[config.mk]
export PLATFORM = sky130hd
export DESIGN_NAME = bb_addr_xlate_flat
export DESIGN_NICKNAME = d
export VERILOG_FILES = /design/src/rtl/bus_addr_pkg.sv /design/src/rtl/bb_addr_xlate_if.sv /design/src/rtl/addr_skid_buf.sv /design/src/rtl/bb_addr_xlate.sv /design/src/flat_wrapper.sv
export SDC_FILE = /design/constraint.sdc
export NUM_CORES = 1
export LEC_CHECK = 0
export CAP_MARGIN = 25
export CORE_ASPECT_RATIO = 1.4
export CORE_MARGIN = 2
export CORE_UTILIZATION = 55
export CTS_BUF_LIST = sky130_fd_sc_hd__clkbuf_16
export DETAILED_ROUTE_END_ITERATION = 7
export GPL_TIMING_DRIVEN = 0
export PLACE_DENSITY = 0.92
export SYNTH_ARGS = -nofsm -noshare
export SYNTH_HDL_FRONTEND = slang
export SYNTH_SLANG_ARGS = --single-unit
[constraint.sdc]
create_clock -name clk -period 7.95 [get_ports clk]
set_clock_uncertainty 0.2 [all_clocks]
set_input_delay 1.1925 -clock clk [delete_from_list [all_inputs] [get_ports clk]]
set_output_delay 1.1925 -clock clk [all_outputs]
set_load 0.1 [all_outputs]
[src/rtl/bus_addr_pkg.sv]
// Shared widths and result encoding for the bridge-to-bus address translation path.
package bus_addr_pkg;

   localparam int BB_ADDR_WIDTH_DEF      = 12;
   localparam int BUS_ADDR_WIDTH_DEF     = 16;
   localparam int BUS_MEM_ADDR_WIDTH_DEF = 12;
   localparam int SEL_WIDTH_DEF          = 1;
   localparam int DEV_ID_WIDTH_DEF       = 4;
   localparam int ERR_CNT_WIDTH_DEF      = 8;

   typedef enum logic {
      XL_OK  = 1'b0,
      XL_ERR = 1'b1
   } xlate_status_e;

   // An entry is legal when it is enabled and the offset does not exceed the entry's limit.
   function automatic xlate_status_e xlate_status(input logic en, input logic off_over_limit);
      return (en && !off_over_limit) ? XL_OK : XL_ERR;
   endfunction

endpackage

[src/rtl/bb_addr_xlate_if.sv]
// Request and translated-request handshakes between the bridge, the translator and the bus master.
interface bb_addr_xlate_if
   import bus_addr_pkg::*;
#(
   parameter int BB_ADDR_WIDTH  = BB_ADDR_WIDTH_DEF,
   parameter int BUS_ADDR_WIDTH = BUS_ADDR_WIDTH_DEF
);
   logic                      in_valid;
   logic                      in_ready;
   logic [BB_ADDR_WIDTH-1:0]  in_addr;
   logic                      in_write;
   logic                      out_valid;
   logic                      out_ready;
   logic [BUS_ADDR_WIDTH-1:0] out_addr;
   logic                      out_write;
   logic                      out_err;

   modport slave (
      input  in_valid, in_addr, in_write, out_ready,
      output in_ready, out_valid, out_addr, out_write, out_err
   );

   modport master (
      output in_valid, in_addr, in_write, out_ready,
      input  in_ready, out_valid, out_addr, out_write, out_err
   );
endinterface

[src/rtl/addr_skid_buf.sv]
// Two-register valid/ready stage: output register plus one skid entry, in_ready comes straight from a flop.
module addr_skid_buf #(
   parameter int WIDTH = 18
) (
   input  logic             clk,
   input  logic             rst,
   input  logic             in_valid,
   output logic             in_ready,
   input  logic [WIDTH-1:0] in_data,
   output logic             out_valid,
   input  logic             out_ready,
   output logic [WIDTH-1:0] out_data
);
   logic             skid_valid;
   logic [WIDTH-1:0] skid_data;

   assign in_ready = !skid_valid;

   always_ff @(posedge clk) begin
      if (rst) begin
         out_valid  <= 1'b0;
         out_data   <= '0;
         skid_valid <= 1'b0;
         skid_data  <= '0;
      end else if (!out_valid || out_ready) begin
         // A full skid entry always blocks new input, so it drains first and order is preserved.
         if (skid_valid) begin
            out_valid  <= 1'b1;
            out_data   <= skid_data;
            skid_valid <= 1'b0;
         end else begin
            out_valid <= in_valid;
            if (in_valid) begin
               out_data <= in_data;
            end
         end
      end else if (in_valid && in_ready) begin
         skid_valid <= 1'b1;
         skid_data  <= in_data;
      end
   end
endmodule

[src/rtl/bb_addr_xlate.sv]
// Bridge-to-bus address translator: windowed remap table lookup, error flagging and a registered skid output.
module bb_addr_xlate
   import bus_addr_pkg::*;
#(
   parameter int BB_ADDR_WIDTH      = BB_ADDR_WIDTH_DEF,
   parameter int BUS_ADDR_WIDTH     = BUS_ADDR_WIDTH_DEF,
   parameter int BUS_MEM_ADDR_WIDTH = BUS_MEM_ADDR_WIDTH_DEF,
   parameter int SEL_WIDTH          = SEL_WIDTH_DEF,
   parameter int DEV_ID_WIDTH       = DEV_ID_WIDTH_DEF,
   parameter int ERR_CNT_WIDTH      = ERR_CNT_WIDTH_DEF
) (
   input  logic                           clk,
   input  logic                           rst,
   bb_addr_xlate_if.slave                 bus,
   input  logic                           cfg_we,
   input  logic [SEL_WIDTH-1:0]           cfg_idx,
   input  logic [DEV_ID_WIDTH-1:0]        cfg_dev,
   input  logic                           cfg_en,
   input  logic [BB_ADDR_WIDTH-SEL_WIDTH-1:0] cfg_limit,
   output logic [ERR_CNT_WIDTH-1:0]       err_cnt
);
   localparam int NUM_WIN   = 2 ** SEL_WIDTH;
   localparam int OFF_W     = BB_ADDR_WIDTH - SEL_WIDTH;
   localparam int PAYLOAD_W = BUS_ADDR_WIDTH + 2;

   typedef struct packed {
      logic                    en;
      logic [DEV_ID_WIDTH-1:0] dev;
      logic [OFF_W-1:0]        limit;
   } entry_t;

   entry_t tbl [NUM_WIN];

   // Identity defaults put the window index at bus bit BUS_MEM_ADDR_WIDTH, matching the fixed legacy map.
   always_ff @(posedge clk) begin
      if (rst) begin
         for (int i = 0; i < NUM_WIN; i++) begin
            tbl[i] <= '{en: 1'b1, dev: DEV_ID_WIDTH'(i), limit: '1};
         end
      end else if (cfg_we) begin
         tbl[cfg_idx] <= '{en: cfg_en, dev: cfg_dev, limit: cfg_limit};
      end
   end

   logic [SEL_WIDTH-1:0]      win;
   logic [OFF_W-1:0]          off;
   entry_t                    ent;
   xlate_status_e             status;
   logic [BUS_ADDR_WIDTH-1:0] xaddr;
   logic [PAYLOAD_W-1:0]      in_payload;
   logic [PAYLOAD_W-1:0]      out_payload;

   assign win    = bus.in_addr[BB_ADDR_WIDTH-1 -: SEL_WIDTH];
   assign off    = bus.in_addr[OFF_W-1:0];
   assign ent    = tbl[win];
   assign status = xlate_status(ent.en, off > ent.limit);

   always_comb begin
      xaddr = '0;
      if (status == XL_OK) begin
         xaddr[BUS_MEM_ADDR_WIDTH +: DEV_ID_WIDTH] = ent.dev;
         xaddr[OFF_W-1:0]                          = off;
      end
   end

   assign in_payload = {bus.in_write, status == XL_ERR, xaddr};

   addr_skid_buf #(
      .WIDTH(PAYLOAD_W)
   ) u_skid (
      .clk       (clk),
      .rst       (rst),
      .in_valid  (bus.in_valid),
      .in_ready  (bus.in_ready),
      .in_data   (in_payload),
      .out_valid (bus.out_valid),
      .out_ready (bus.out_ready),
      .out_data  (out_payload)
   );

   assign bus.out_write = out_payload[PAYLOAD_W-1];
   assign bus.out_err   = out_payload[PAYLOAD_W-2];
   assign bus.out_addr  = out_payload[BUS_ADDR_WIDTH-1:0];

   always_ff @(posedge clk) begin
      if (rst) begin
         err_cnt <= '0;
      end else if (bus.out_valid && bus.out_ready && bus.out_err && (err_cnt != '1)) begin
         err_cnt <= err_cnt + ERR_CNT_WIDTH'(1);
      end
   end
endmodule

[src/flat_wrapper.sv]
// flat-port wrapper written by rule: the top's interface ports become plain ports
module bb_addr_xlate_flat import bus_addr_pkg::*;
#(
   parameter int BB_ADDR_WIDTH      = BB_ADDR_WIDTH_DEF,
   parameter int BUS_ADDR_WIDTH     = BUS_ADDR_WIDTH_DEF,
   parameter int BUS_MEM_ADDR_WIDTH = BUS_MEM_ADDR_WIDTH_DEF,
   parameter int SEL_WIDTH          = SEL_WIDTH_DEF,
   parameter int DEV_ID_WIDTH       = DEV_ID_WIDTH_DEF,
   parameter int ERR_CNT_WIDTH      = ERR_CNT_WIDTH_DEF
)
  (clk, rst, cfg_we, cfg_idx, cfg_dev, cfg_en, cfg_limit, err_cnt, bus_in_valid, bus_in_addr, bus_in_write, bus_out_ready, bus_in_ready, bus_out_valid, bus_out_addr, bus_out_write, bus_out_err);
  bb_addr_xlate_if #(.BB_ADDR_WIDTH(BB_ADDR_WIDTH), .BUS_ADDR_WIDTH(BUS_ADDR_WIDTH)) bus_i ();
  input  logic clk;
  input  logic rst;
  input  logic cfg_we;
  input  logic [SEL_WIDTH-1:0] cfg_idx;
  input  logic [DEV_ID_WIDTH-1:0] cfg_dev;
  input  logic cfg_en;
  input  logic [BB_ADDR_WIDTH-SEL_WIDTH-1:0] cfg_limit;
  output logic [ERR_CNT_WIDTH-1:0] err_cnt;
  input wire logic [$bits(bus_i.in_valid)-1:0] bus_in_valid;
  input wire logic [$bits(bus_i.in_addr)-1:0] bus_in_addr;
  input wire logic [$bits(bus_i.in_write)-1:0] bus_in_write;
  input wire logic [$bits(bus_i.out_ready)-1:0] bus_out_ready;
  output wire logic [$bits(bus_i.in_ready)-1:0] bus_in_ready;
  output wire logic [$bits(bus_i.out_valid)-1:0] bus_out_valid;
  output wire logic [$bits(bus_i.out_addr)-1:0] bus_out_addr;
  output wire logic [$bits(bus_i.out_write)-1:0] bus_out_write;
  output wire logic [$bits(bus_i.out_err)-1:0] bus_out_err;
  assign bus_i.in_valid = bus_in_valid;
  assign bus_i.in_addr = bus_in_addr;
  assign bus_i.in_write = bus_in_write;
  assign bus_i.out_ready = bus_out_ready;
  assign bus_in_ready = bus_i.in_ready;
  assign bus_out_valid = bus_i.out_valid;
  assign bus_out_addr = bus_i.out_addr;
  assign bus_out_write = bus_i.out_write;
  assign bus_out_err = bus_i.out_err;
  bb_addr_xlate #(.BB_ADDR_WIDTH(BB_ADDR_WIDTH), .BUS_ADDR_WIDTH(BUS_ADDR_WIDTH), .BUS_MEM_ADDR_WIDTH(BUS_MEM_ADDR_WIDTH), .SEL_WIDTH(SEL_WIDTH), .DEV_ID_WIDTH(DEV_ID_WIDTH), .ERR_CNT_WIDTH(ERR_CNT_WIDTH)) u_core (.clk(clk), .rst(rst), .bus(bus_i), .cfg_we(cfg_we), .cfg_idx(cfg_idx), .cfg_dev(cfg_dev), .cfg_en(cfg_en), .cfg_limit(cfg_limit), .err_cnt(err_cnt));
endmodule
Yosys cells after proc, flatten, opt, wreduce, memory -nomap -nowiden
Memory sizes are Yosys's and may differ from the RTL's.
Cells that the tools add are included.

cells by class
  multipliers = 0
  reductions and logical operators = 14
  magnitude comparators = 1
  eq/ne operators = 1
  shift operators = 0
  $add $sub $neg = 1
  div/mod/pow operators = 0
  bitwise logic cells = 1
  mux-type cells = 14

operators by type and width
  kind                   number
  $mux W18               2
  $mux W16               1
  $reduce_or A16 Y1      1
  $gt A11 B11 Y1         1
  $mux W11               1
  $mux W1                9
  $add A8 B1 Y8 const B  1
  $ne A8 B8 Y1 const B   1
  $logic_and A1 B1 Y1    5
  $mux W4                1
  $reduce_and A2 Y1      2
  $logic_not A1 Y1       3
  $reduce_bool A2 Y1     1
  $reduce_or A2 Y1       1
  $logic_or A1 B1 Y1     1
  $not A1 Y1             1

storage, ports and cells
  RAM bits = 32
  memories = 1
  bits in latches = 0
  bits in read-only memories = 0
  input bits = 35
  word-level logic and storage cells = 38
  output and inout port bits = 28
  flip-flop bits (word level) = 45

memories
  memory      depth  bits a word  read ports  clocked after memory_dff  wr ports  RTL line             source
  u_core.tbl  2      16           1           0                         2         bb_addr_xlate.sv:32  entry_t tbl [NUM_WIN];

Longest topological paths before layout
Gate-level depths: netlist (run 1).
An unclocked memory read counts as a cell.

  depth after elaboration = 7
  gate-level depth with buffers = 10
  mapped depth without buffers = 7

Cells and area by module
From an unflattened synthesis (run 1), not the netlist that was laid out.

unflattened totals
  cells, all modules = 394
  area, all modules = 3953.8 um^2

modules (own cells, without submodules)
  module         seq. area each (um^2)  cells an instance  instances  area an instance (um^2)
  bb_addr_xlate  1121.1                 222                1          2359.8
  addr_skid_buf  760.7                  172                1          1594.0

Least setup slack after synthesis (run 1)
Ideal clock, no wire load.

  kind = input to register
  from = input bus_in_addr[11]
  to = register u_core.u_skid.skid_data[0]
  setup time = 0.117 ns
  data arrival time = 3.383 ns
  stages = 10
  slack = 4.250 ns
  buffers on the path = 3
  data required time = 7.633 ns
  cells stage by stage = buf_4 > buf_1 > mux2i_1 > ha_1 > nand4_2 > a211o_1 > o2111a_2 > o211a_4 > buf_6 > a22o_1

between the ends
  cells in the longest elaborated chain, start to end = 5

RTL lines
  item                   RTL line             source
  from (decl)            flat_wrapper.sv:22   input wire logic [$bits(bus_i.in_addr)-1:0] bus_in_addr;
  $mem_v2 Z2 W16 *       n/a
  $gt A11 B11 Y1         bb_addr_xlate.sv:56  assign status = xlate_status(ent.en, off > ent.limit);
  $logic_not A1 Y1       bus_addr_pkg.sv:18   return (en && !off_over_limit) ? XL_OK : XL_ERR;
  $logic_and A1 B1 Y1 *  bus_addr_pkg.sv:18
  $mux W11 *             bb_addr_xlate.sv:60  if (status == XL_OK) begin
  to (signal assigned)   addr_skid_buf.sv:39  skid_data <= in_data;
  to (decl)              addr_skid_buf.sv:15  logic [WIDTH-1:0] skid_data;

Every way passes the cells marked *; elsewhere a longest branch is shown, timed or not.
A chain may end at the register's enable or synchronous reset.

Worst setup path after layout (run 1)
  from = register u_core.u_skid.skid_valid
  to = output bus_in_ready

between the ends
  cells in the longest elaborated chain, start to end = 1

RTL lines
  item                    RTL line             source
  from (decl)             addr_skid_buf.sv:14  logic skid_valid;
  from (signal assigned)  addr_skid_buf.sv:23  skid_valid <= 1'b0;
  from (signal assigned)  addr_skid_buf.sv:30  skid_valid <= 1'b0;
  from (signal assigned)  addr_skid_buf.sv:38  skid_valid <= 1'b1;
  $logic_not A1 Y1        addr_skid_buf.sv:17  assign in_ready = !skid_valid;
  to (decl)               flat_wrapper.sv:25   output wire logic [$bits(bus_i.in_ready)-1:0] bus_in_ready;

No other way between the ends.

==> impl_results.md, run 1 <==
- Switching share of power: a little over a quarter
- Slew headroom: about 34%
- Core ar.: between 0.005 and 0.006 sq mm
- CP Launch Type: register
- CP Max Fanout: 10
- Pwr/cell area: around 220 mW/mm^2
- Core Rows: 33
- Tot Pwr: 0.000947 W
- Setup Buffers After CTS: 0
- Crit path capture type: output port
- Fillers: between 400 and 500
- Share of cells above drive strength 1: about 14%
- Synth Cell Area: ~0.0034 sq mm
- Post-synth cell types: 47
- Post-Synth XOR/XNOR Area: around 1.6%
- Area share of the largest cell type after synthesis: around 28%
- IO Count: 63
- Synthesized net count: between 300 and 400
- Total Routed Length: 7510 um
- DRC viols: 0
- CTS resizes: 0
- CTS Root Buffer Type: clkbuf_16
- Smallest hold slack: about 0.31 ns
- Post-DP Area: between 0.004 and 0.005 sq mm
- CTS tree: built
- Status: completed
- Worst skew pair latency: 0.33 ns
- Syn-to-layout area delta: 28.2%
- GRT Residual Overflow: 0
- Die Y: between 90 and 100 um
- Synth Area in Compound Gates: 16.8%
- Final Max Tran Viols: 0
- CTS Buf Count: 9
- Worst path cell trace: buf_2, inv_1, clkbuf_1, clkdlybuf4s50_1
- WP data arrival: about 2.7 ns
- First-pass GRT wire length: around 12000 um
- Post-synth top area cell: edfxtp_1
- FFs w/ async S/R, synth: 0%
- Post-synthesis register bit count: 76
- Slew at the pin with the worst max-slew slack: between 0.9 and 1 ns
- Worst Hold Class: reg2reg
- Comb pwr share: 15.3%
- WL/cell: around 17 um
- Vias in the first global route: 2667
- Period minus WS final: between 4 and 5 ns
- Register area share after synthesis: a little over half
- Number of setup violations in the final report: 0
- Pre-Repair DR Iteration Count: 4
- H-tree Lvls: 3
- Global router's overall resource usage: about 23%
- Number of diodes: 0
- Clock transition at the registers of the reported paths: ~0.06 ns
- NetSw: about 0.00026 W
- Pin count of the biggest net entering global routing: 17
- Hpwl dp: roughly 5500 um
- Vias per inst: about 5.9
- VDD IR max: about 0.00015 V
- CP max-delay cell: clkdlybuf4s50_1
- Number of I/O port buffers: 60
- Power Internal: roughly 0.00069 W
- Flop pwr share: 46.2%
- # Max-Cap Violations: 0
- CP peak stage delay: about 1.2 ns
- Die Width: between 70 and 80 um
- Nets@finish: just over 400
- Critical Path RT: between 6 and 7 ns
- Simple-Gate Fraction of Synth Area: approximately 13%
- Syn_area_per_cell: around 11 sq um
- Design Area, Final: roughly 0.0043 sq mm
- DRT antenna net count: 0
- GPL Wtd Cong: around 0.82
- Post-CTS Hold Fix Bufs: 0
- Starting density of the core: between 50% and 60%
- Post-route clock period utilization: between 50% and 60%
- Mapped Cells: 296
- Yosys warning count: 0
- Adder-cell share of the synthesized area: under 10%
- Placed cells: ~430
- Post-synthesis mux area share: between 5 and 6%
- Fmax: between 0.2 and 0.25 GHz
- Total Neg Setup Slack: 0 ns
- Initial antenna violation count: 0
- Via count: about 2600
- Pleak: approximately 1.6 nW
- Die footprint: 0.00680 sq mm
- Clock Power Share: just under 40%
- Main combinational cell family by area after synthesis: compound AO/OA/AOI/OAI gates
- Final std cells w/o fill: between 400 and 500
- Top_reg_cell synth: dfxtp_1
- Clk sinks: 76
- Clk buf depth: 2
- EDFF count, synth: 32
- RSZ-0062 raised after global routing: no
- Type of the worst setup path: reg2out
- Final Hold Fails: 0
- Number of DRC markers in iteration 0: ~120
- Top cells by area, synth: edfxtp_1 (28%), dfxtp_1 (26%), ha_1 (4.4%), a22o_1 (3.9%), mux2i_1 (3.8%)
## cell usage in the layout, fill, tap and decap left out, drive strengths merged, types with 7 or more instances in the layout
cell / count
clkdlybuf4s50: 60
dfxtp: 44
edfxtp: 32
nor2: 18
clkbuf: 18
o21ai: 17
o22ai: 15
a22o: 15
or2: 14
mux2i: 14
nand2b: 13
ha: 12
a22oi: 11
inv: 11
a21oi: 9
buf: 7
## Yosys cell counts, types with 7 or more instances
cell and n:
a21oi_1 9, a22o_1 15, a22oi_1 11, clkbuf_1 9, dfxtp_1 44, edfxtp_1 32
ha_1 12, inv_1 7, mux2i_1 13, nand2b_1 13, nor2_1 18, o21ai_0 16
o22ai_1 15, or2_2 14
## power groups by stage
stage / registers (W) / clock network, W / logic, W
6_report: 0.000437 / 0.000365 / 0.000145
2_1_floorplan: 0.000481 / 0 / 0.0000585
3_5_place_dp: 0.000445 / 0 / 0.000143
3_3_place_gp: 0.000443 / 0 / 0.000139
5_1_grt: 0.000439 / 0.000384 / 0.000153
4_1_cts: 0.000437 / 0.000366 / 0.000144
## worst max-delay path, delay by kind of cell (launching register included)
family / cells / cell delay (ns)
buf+inv: 4 / 2.00
flops: 1 / 0.35
## layout make-up
class	count	area (sq um)	area share, %
Sequential cell	76	1840	42.5
Timing Repair Buffer	60	601	13.8
Clock inverter	7	41.3	0.952
Inverter	8	30.0	0.692
Buffer	16	81.3	1.87
Tap cell	70	87.6	2.02
Clock buffer	9	225	5.19
Multi-Input combinational cell	196	1430	33.0
## path summary, 6_finish.rpt
kind	cells after the start	from	slack (ns)	endpoint
setup / recovery	4	u_core.u_skid.skid_valid$_SDFFE_PP0P_	3.87	bus_in_ready
hold / removal	2	u_core.u_skid.out_data[17]$_SDFFE_PP0P_	0.31	u_core.u_skid.out_data[17]$_SDFFE_PP0P_
setup reg to reg	8	u_core.tbl[1][10]$_SDFFCE_PN1P_	5.41	u_core.u_skid.out_data[0]$_SDFFE_PP0P_
hold reg to reg	2	u_core.u_skid.out_data[17]$_SDFFE_PP0P_	0.31	u_core.u_skid.out_data[17]$_SDFFE_PP0P_
## sequential cells by signal (all words and copies together) (netlist names)
name / flops
u_core.tbl: 32
u_core.u_skid.skid_valid: 1
u_core.u_skid.out_valid: 1
u_core.u_skid.out_data: 17
u_core.err_cnt: 8
u_core.u_skid.skid_data: 17
## routing by layer
metal | up-vias | global-route usage (%) | share of wire (%)
li1 | 1243 | - | -
met1 | 1252 | 24.1 | 38
met2 | 99 | 40.6 | 55
met3 | 19 | 4.69 | 5.0
met4 | 0 | 11.5 | 2.7
met5 | - | 0 | 0
## cell families (layout without fill, tap and decap cells)
kind of cell             count (synthesis)  count (layout)
flip-flops                              76              76
AND/OR/NAND/NOR                         78              78
buffers and inverters                   24             100
adder cells (fa/ha/maj)                 12              12
other                                    1               1
multiplexers                            19              19
XOR/XNOR                                 6               6
AO/OA/AOI/OAI                           80              80
## stage by stage
step | setup WS [ns] | util, %
after floorplan | 4.25 | -
after global placement | 3.90 | 69.0
after detailed placement | 3.82 | 69.0
after CTS | 3.88 | 73.5
after global routing | 3.82 | 73.5
final | 3.87 | 73.5
Note: power is estimated with default switching activity, not from simulation.
==> run 2, diff against run 1 <==
Settings changed: CORE_UTILIZATION 55 to 47, PLACE_DENSITY 0.92 to 0.84.
Clock period 7.95 ns to 3.47 ns, I/O delays scaled along.
==> run 2 against run 1 <==
  * Final cell count grew 5.4%
  * Global-route usage shrank 3.4 points
  * Sequential power grew 130%
==> impl_results.md, run 2 (same netlist as run 1, synthesis figures left out) <==
- Status: completed
- Vias in the first global route: 2449 (-8.2%)
- CTS Buf Count: 9 (unchanged)
- GRT Residual Overflow: 0 (unchanged)
- Tot Pwr: 0.00212 W (+120%)
- Hpwl dp: 5320 um (-3.8%)
- IO Count: 63 (unchanged)
- Fmax: approximately 0.32 GHz
- # Max-Cap Violations: 0 (unchanged)
- Die Y: 104 um (+7.8%)
- Share of cells above drive strength 1: 12.9% (-0.77 points)
- Pleak: 1.59 nW (+0.13%)
- Crit path capture type: register
- Slew headroom: 33.4% (-0.85 points)
- H-tree Lvls: 3 (unchanged)
- Final Max Tran Viols: 0 (unchanged)
- Period minus WS final: approximately 3.2 ns
- Die Width: 75.7 um (+7.7%)
- Core ar.: 0.00698 sq mm (+18%)
- Clock transition at the registers of the reported paths: 0.05 ns (about the same)
- Critical Path RT: 3.45 ns (-3.11 ns)
- Post-DP Area: 0.00410 sq mm (+0.77%)
- Most flops, register: u_core.tbl
- Total Neg Setup Slack: 0 ns (unchanged)
- Clk sinks: 76 (unchanged)
- Number of DRC markers in iteration 0: 233 (+99%)
- Syn-to-layout area delta: 28.7%
- Final Hold Fails: 0 (unchanged)
- Commonest non-fill, non-tap cell in the layout: clkdlybuf4s50_1
- Number of I/O port buffers: 60 (unchanged)
- Core Rows: 36 (+9.1%)
- First-pass GRT wire length: 11300 um (-6.4%)
- CP Max Fanout: 10 (unchanged)
- Post-route clock period utilization: between 90 and 100%
- CTS Root Buffer Type: clkbuf_16
- CTS tree: built
- Pre-Repair DR Iteration Count: 4 (unchanged)
- Pin count of the biggest net entering global routing: 17 (unchanged)
- Total Routed Length: 7110 um (-5.3%)
- Layout Utilization: 62.4% (-11 points)
- Pwr/cell area: 487 mW/mm^2 (+120%)
- DRC viols: 0 (unchanged)
- WP data arrival: 3.14 ns (+0.46 ns)
- Number of diodes: 0 (unchanged)
- Via count: 2529 (-3.2%)
- Vias per inst: 5.43 (-8.2%)
- Initial antenna violation count: 0 (unchanged)
- Max FFs per register: 32 (unchanged)
- Slew at the pin with the worst max-slew slack: 0.996 ns (+0.0128 ns)
- CP Launch Type: input pin
- Worst skew pair latency: 0.33 ns (about the same)
- Design Area, Final: 0.00436 sq mm (+0.40%)
- VDD IR max: 0.000292 V (+89%)
- DRT antenna net count: 0 (unchanged)
- Worst Hold Class: reg2reg
- RSZ-0062 raised after global routing: no
- Nets@finish: 414 (unchanged)
- GPL Wtd Cong: 0.848 (+3.1%)
- Most frequent cells in the layout: clkdlybuf4s50_1 (59), dfxtp_1 (44), edfxtp_1 (32)
- Number of setup violations in the final report: 0 (unchanged)
- Smallest hold slack: 0.292 ns (-0.0149 ns)
- Die footprint: 0.00790 sq mm (+16%)
- Starting density of the core: 48.5% (-8.8 points)
- WL/cell: 15.2 um (-10%)
- Largest registers: u_core.tbl x32, u_core.u_skid.out_data x17, u_core.u_skid.skid_data x17
- Clk buf depth: 2 (unchanged)
- Global router's overall resource usage: 19.2% (-3.4 points)
- Type of the worst setup path: in2reg
## run 2: changes by cell type in the layout (fill, tap and decap cells not counted)
cell             before  now
inv_1                 7    9
clkdlybuf4s50_1      60   59
clkinv_2              3    2
clkinvlp_4            1    0
dlymetal6s2s_1        0    1
inv_2                 2    3
inv_4                 1    0
inv_6                 1    0
## run 2: area by class of cell
| type | count | area (sq um) |
|---|---|---|
| Timing Repair Buffer | 60 | 603 |
| Fill cell | 550 | 2630 |
| Sequential cell | 76 | 1840 |
| Clock inverter | 6 | 25.0 |
| Clock buffer | 9 | 225 |
| Inverter | 8 | 30.0 |
| Multi-Input combinational cell | 196 | 1430 |
| Buffer | 16 | 81.3 |
| Tap cell | 95 | 119 |
## run 2: routing by layer
layer | global-route usage [%] | part of all wire (%) | vias to the layer above
met5 | 0 | 0 | -
met4 | 10.8 | 3.1 | 0
met3 | 4.26 | 4.0 | 20
met2 | 32.2 | 53 | 69
met1 | 21.5 | 40 | 1191
li1 | - | - | 1249
## run 2: what timing repair did
item / in CTS / in global routing
hold buffers: 0 / 0
endpoints found under the setup margin: 0 / 1
buffers inserted: 0 / 0
gates resized for setup: 0 / 1
## run 2: report_power, final
part	internal [W]	switching (W)
Sequential	0.000981	0.0000188
Clock	0.000467	0.000324
Combinational	0.000119	0.000210
Total	0.00157	0.000553
## run 2: path summary, 6_finish.rpt
| check | startpoint | to | slack (ns) | cells past startpoint |
|---|---|---|---|---|
| max | bus_in_addr[11] | u_core.u_skid.out_data[6]$_SDFFE_PP0P_ | 0.31 | 10 |
| min | u_core.u_skid.skid_data[13]$_SDFFE_PP0P_ | u_core.u_skid.skid_data[13]$_SDFFE_PP0P_ | 0.29 | 1 |
| max reg2reg | u_core.tbl[1][6]$_SDFFCE_PN1P_ | u_core.u_skid.out_data[6]$_SDFFE_PP0P_ | 1.01 | 8 |
| min reg2reg | u_core.u_skid.skid_data[13]$_SDFFE_PP0P_ | u_core.u_skid.skid_data[13]$_SDFFE_PP0P_ | 0.29 | 1 |
## run 2: through the flow
step | setup WS, ns | cells
floorplan | 0.442 | 296
global placement | 0.0371 | 451
detailed placement | -0.0289 | 451
CTS | 0.0432 | 466
global route | 0.155 | 466
finish | 0.313 | 466
## run 2: critical path, stage by stage
cell,delay [ns]
buf_4,0.15
buf_1,0.55
mux2i_1,0.20
ha_1,0.36
nand4_1,0.22
a211o_1,0.29
o2111a_2,0.19
o211ai_2,0.29
buf_4,0.26
o22ai_1,0.11
==> run 3, diff against run 2 <==
Settings changed: CORE_UTILIZATION 47 to 55, DONT_BUFFER_PORTS from default to 1, PLACE_DENSITY 0.84 to 0.81.
==> run 3 against run 2 <==
  * Highest routed layer unchanged
  * Flip-flop and latch count did not move
  * Count of clock-buffer cells in the layout is 1 higher
  * Sequential power rose by 9%
  * Sequential share of layout area increased by 6.7 points
  * Critical endpoint unchanged
==> impl_results.md, run 3 (same netlist as run 1, synthesis figures left out) <==
- Number of diodes: 0 (unchanged)
- PnR worst setup slack: 0.350 ns (+0.0364 ns)
- Final Hold Fails: 0 (unchanged)
- Slew headroom: 28.2% (-5.2 points)
- Vias in the first global route: 2297 (-6.2%)
- Die Y: 96.8 um (-7.3%)
- Worst r2r path cells: 6 (-2)
- Total Routed Length: 6420 um (-9.6%)
- Fmax: 0.320 GHz (+1.2%)
- Starting density of the core: 57.3% (+8.8 points)
- Number of setup violations in the final report: 0 (unchanged)
- Critical Path Sink: u_core.u_skid.out_data[6]$_SDFFE_PP0P_
- Core Rows: 33 (-8.3%)
- CP Launch Type: input pin
- Post-Place Setup Slack: 0.0333 ns (+0.0622 ns)
- Status: completed
- GPL Wtd Cong: 0.768 (-9.5%)
- Worst Setup SP: bus_in_addr[11]
- Clk sinks: 76 (unchanged)
- Reg-to-reg startpoint: u_core.u_skid.out_valid$_SDFFE_PP0N_
- Most frequent cells in the layout: dfxtp_1 (44), edfxtp_1 (32), nor2_1 (18)
- WL/cell: 16.8 um (+10%)
- Clk buf depth: 2 (unchanged)
- Commonest non-fill, non-tap cell in the layout: dfxtp_1
- Initial antenna violation count: 0 (unchanged)
- Die footprint: 0.00680 sq mm (-14%)
- Period minus WS final: 3.12 ns (-0.0364 ns)
- Number of DRC markers in iteration 0: 116 (-50%)
- IO Count: 63 (unchanged)
- Most flops, register: u_core.tbl
- Post-CTS Hold Fix Bufs: 0 (unchanged)
- Max FFs per register: 32 (unchanged)
- CP Max Fanout: 10 (unchanged)
- Hpwl dp: 4880 um (-8.2%)
- Pre-Repair DR Iteration Count: 4 (unchanged)
- Total Neg Setup Slack: 0 ns (unchanged)
- RSZ-0062 raised after global routing: no
- Crit path capture type: register
- Pleak: 1.39 nW (-13%)
- CTS Buf Count: 9 (unchanged)
- R2r endpoint: u_core.u_skid.skid_data[8]$_SDFFE_PP0P_
- Clock transition at the registers of the reported paths: 0.05 ns (about the same)
- Via count: 2256 (-11%)
- Layout Utilization: 63.6% (+1.2 points)
- Worst skew pair latency: 0.32 ns (about the same)
- Pwr/cell area: 556 mW/mm^2 (+14%)
- H-tree Lvls: 3 (unchanged)
- CTS resizes: 0 (unchanged)
- DRT antenna net count: 0 (unchanged)
- Pin count of the biggest net entering global routing: 17 (unchanged)
- Slack of the worst reg-to-reg path: 0.72 ns (-0.29 ns)
- Critical Path RT: 3.46 ns (about the same)
- CTS tree: built
- Syn-to-layout area delta: 11.0%
- Nets@finish: 355 (-14%)
- Smallest hold slack: 0.120 ns (-0.172 ns)
- DRC viols: 0 (unchanged)
- CTS Root Buffer Type: clkbuf_16
- First-pass GRT wire length: 10700 um (-5.8%)
- # Max-Cap Violations: 0 (unchanged)
- VDD IR max: 0.000303 V (+3.8%)
- Share of cells above drive strength 1: 15.4% (+2.4 points)
- Setup Buffers After CTS: 0 (unchanged)
- Worst Hold Class: in2reg
- Die Width: 70.3 um (-7.2%)
- GRT Residual Overflow: 0 (unchanged)
- Post-route clock period utilization: 89.9% (-1.0 points)
- Final Max Tran Viols: 0 (unchanged)
- Vias per inst: 5.91 (+8.8%)
- Global router's overall resource usage: 20.0% (+0.89 points)
- Largest registers: u_core.tbl x32, u_core.u_skid.out_data x17, u_core.u_skid.skid_data x17
- Core ar.: 0.00590 sq mm (-15%)
- Slew at the pin with the worst max-slew slack: 1.08 ns (+0.0791 ns)
- Number of I/O port buffers: 0 (-100%)
- WP data arrival: 3.11 ns (-0.03 ns)
- Type of the worst setup path: in2reg
==> run 3: worst min path at each step <==
stage                                              from                                        to  slack (ns)  depth (start not counted)
3_5_place_dp   u_core.u_skid.skid_data[12]$_SDFFE_PP0P_  u_core.u_skid.skid_data[12]$_SDFFE_PP0P_        0.27                          1
2_1_floorplan  u_core.u_skid.skid_data[12]$_SDFFE_PP0P_  u_core.u_skid.skid_data[12]$_SDFFE_PP0P_        0.26                          1
4_1_cts                                  bus_in_addr[6]   u_core.u_skid.skid_data[6]$_SDFFE_PP0P_        0.11                          1
6_report                                 bus_in_addr[2]   u_core.u_skid.skid_data[2]$_SDFFE_PP0P_        0.12                          1
3_3_place_gp   u_core.u_skid.skid_data[12]$_SDFFE_PP0P_  u_core.u_skid.skid_data[12]$_SDFFE_PP0P_        0.28                          1
5_1_grt                                  bus_in_addr[1]   u_core.u_skid.skid_data[1]$_SDFFE_PP0P_        0.11                          1
==> run 3: critical path, stage by stage <==
cell,delay [ns]
buf_4,0.14
buf_1,0.55
mux2i_1,0.21
ha_1,0.36
nand4_1,0.21
a211o_1,0.28
o2111a_2,0.18
o211ai_2,0.29
buf_4,0.24
o22ai_1,0.10
==> run 3: cell type report <==
cell class                 instances  area, sq um
fill                             480         2150
sequential                        76         1840
multi-input combinational        196         1430
clock buffer                      10          250
tap                               70         87.6
buffer                            16         81.3
inverter                           8         30.0
clock inverter                     5         20.0
timing repair buffer               1         15.0
==> run 3: layer usage <==
metal | vias up | share of wire (%) | GRT usage (%) | wire length [um]
met5 | - | 0 | 0 | 0
met4 | 0 | 2.8 | 11.4 | 178
met3 | 16 | 5.9 | 5.00 | 382
met2 | 66 | 53 | 35.3 | 3380
met1 | 1048 | 39 | 21.3 | 2490
li1 | 1126 | - | - | -
==> run 3: per-stage QoR <==
step | total power, W | instances | area (sq um)
2_1_floorplan | 0.00124 | 296 | 3380
3_3_place_gp | 0.00127 | 366 | 3470
3_5_place_dp | 0.00128 | 367 | 3490
4_1_cts | 0.00211 | 382 | 3760
5_1_grt | 0.00217 | 382 | 3760
6_report | 0.00209 | 382 | 3760
==> run 3: where the power goes <==
part	total [W]	switching (W)	internal (W)	leakage, nW
sequential	0.00109	0.000112	0.000981	0.672
clock	0.000833	0.000321	0.000511	0.147
combinational	0.000165	0.0000975	0.0000677	0.567
total	0.00209	0.000530	0.00156	1.39
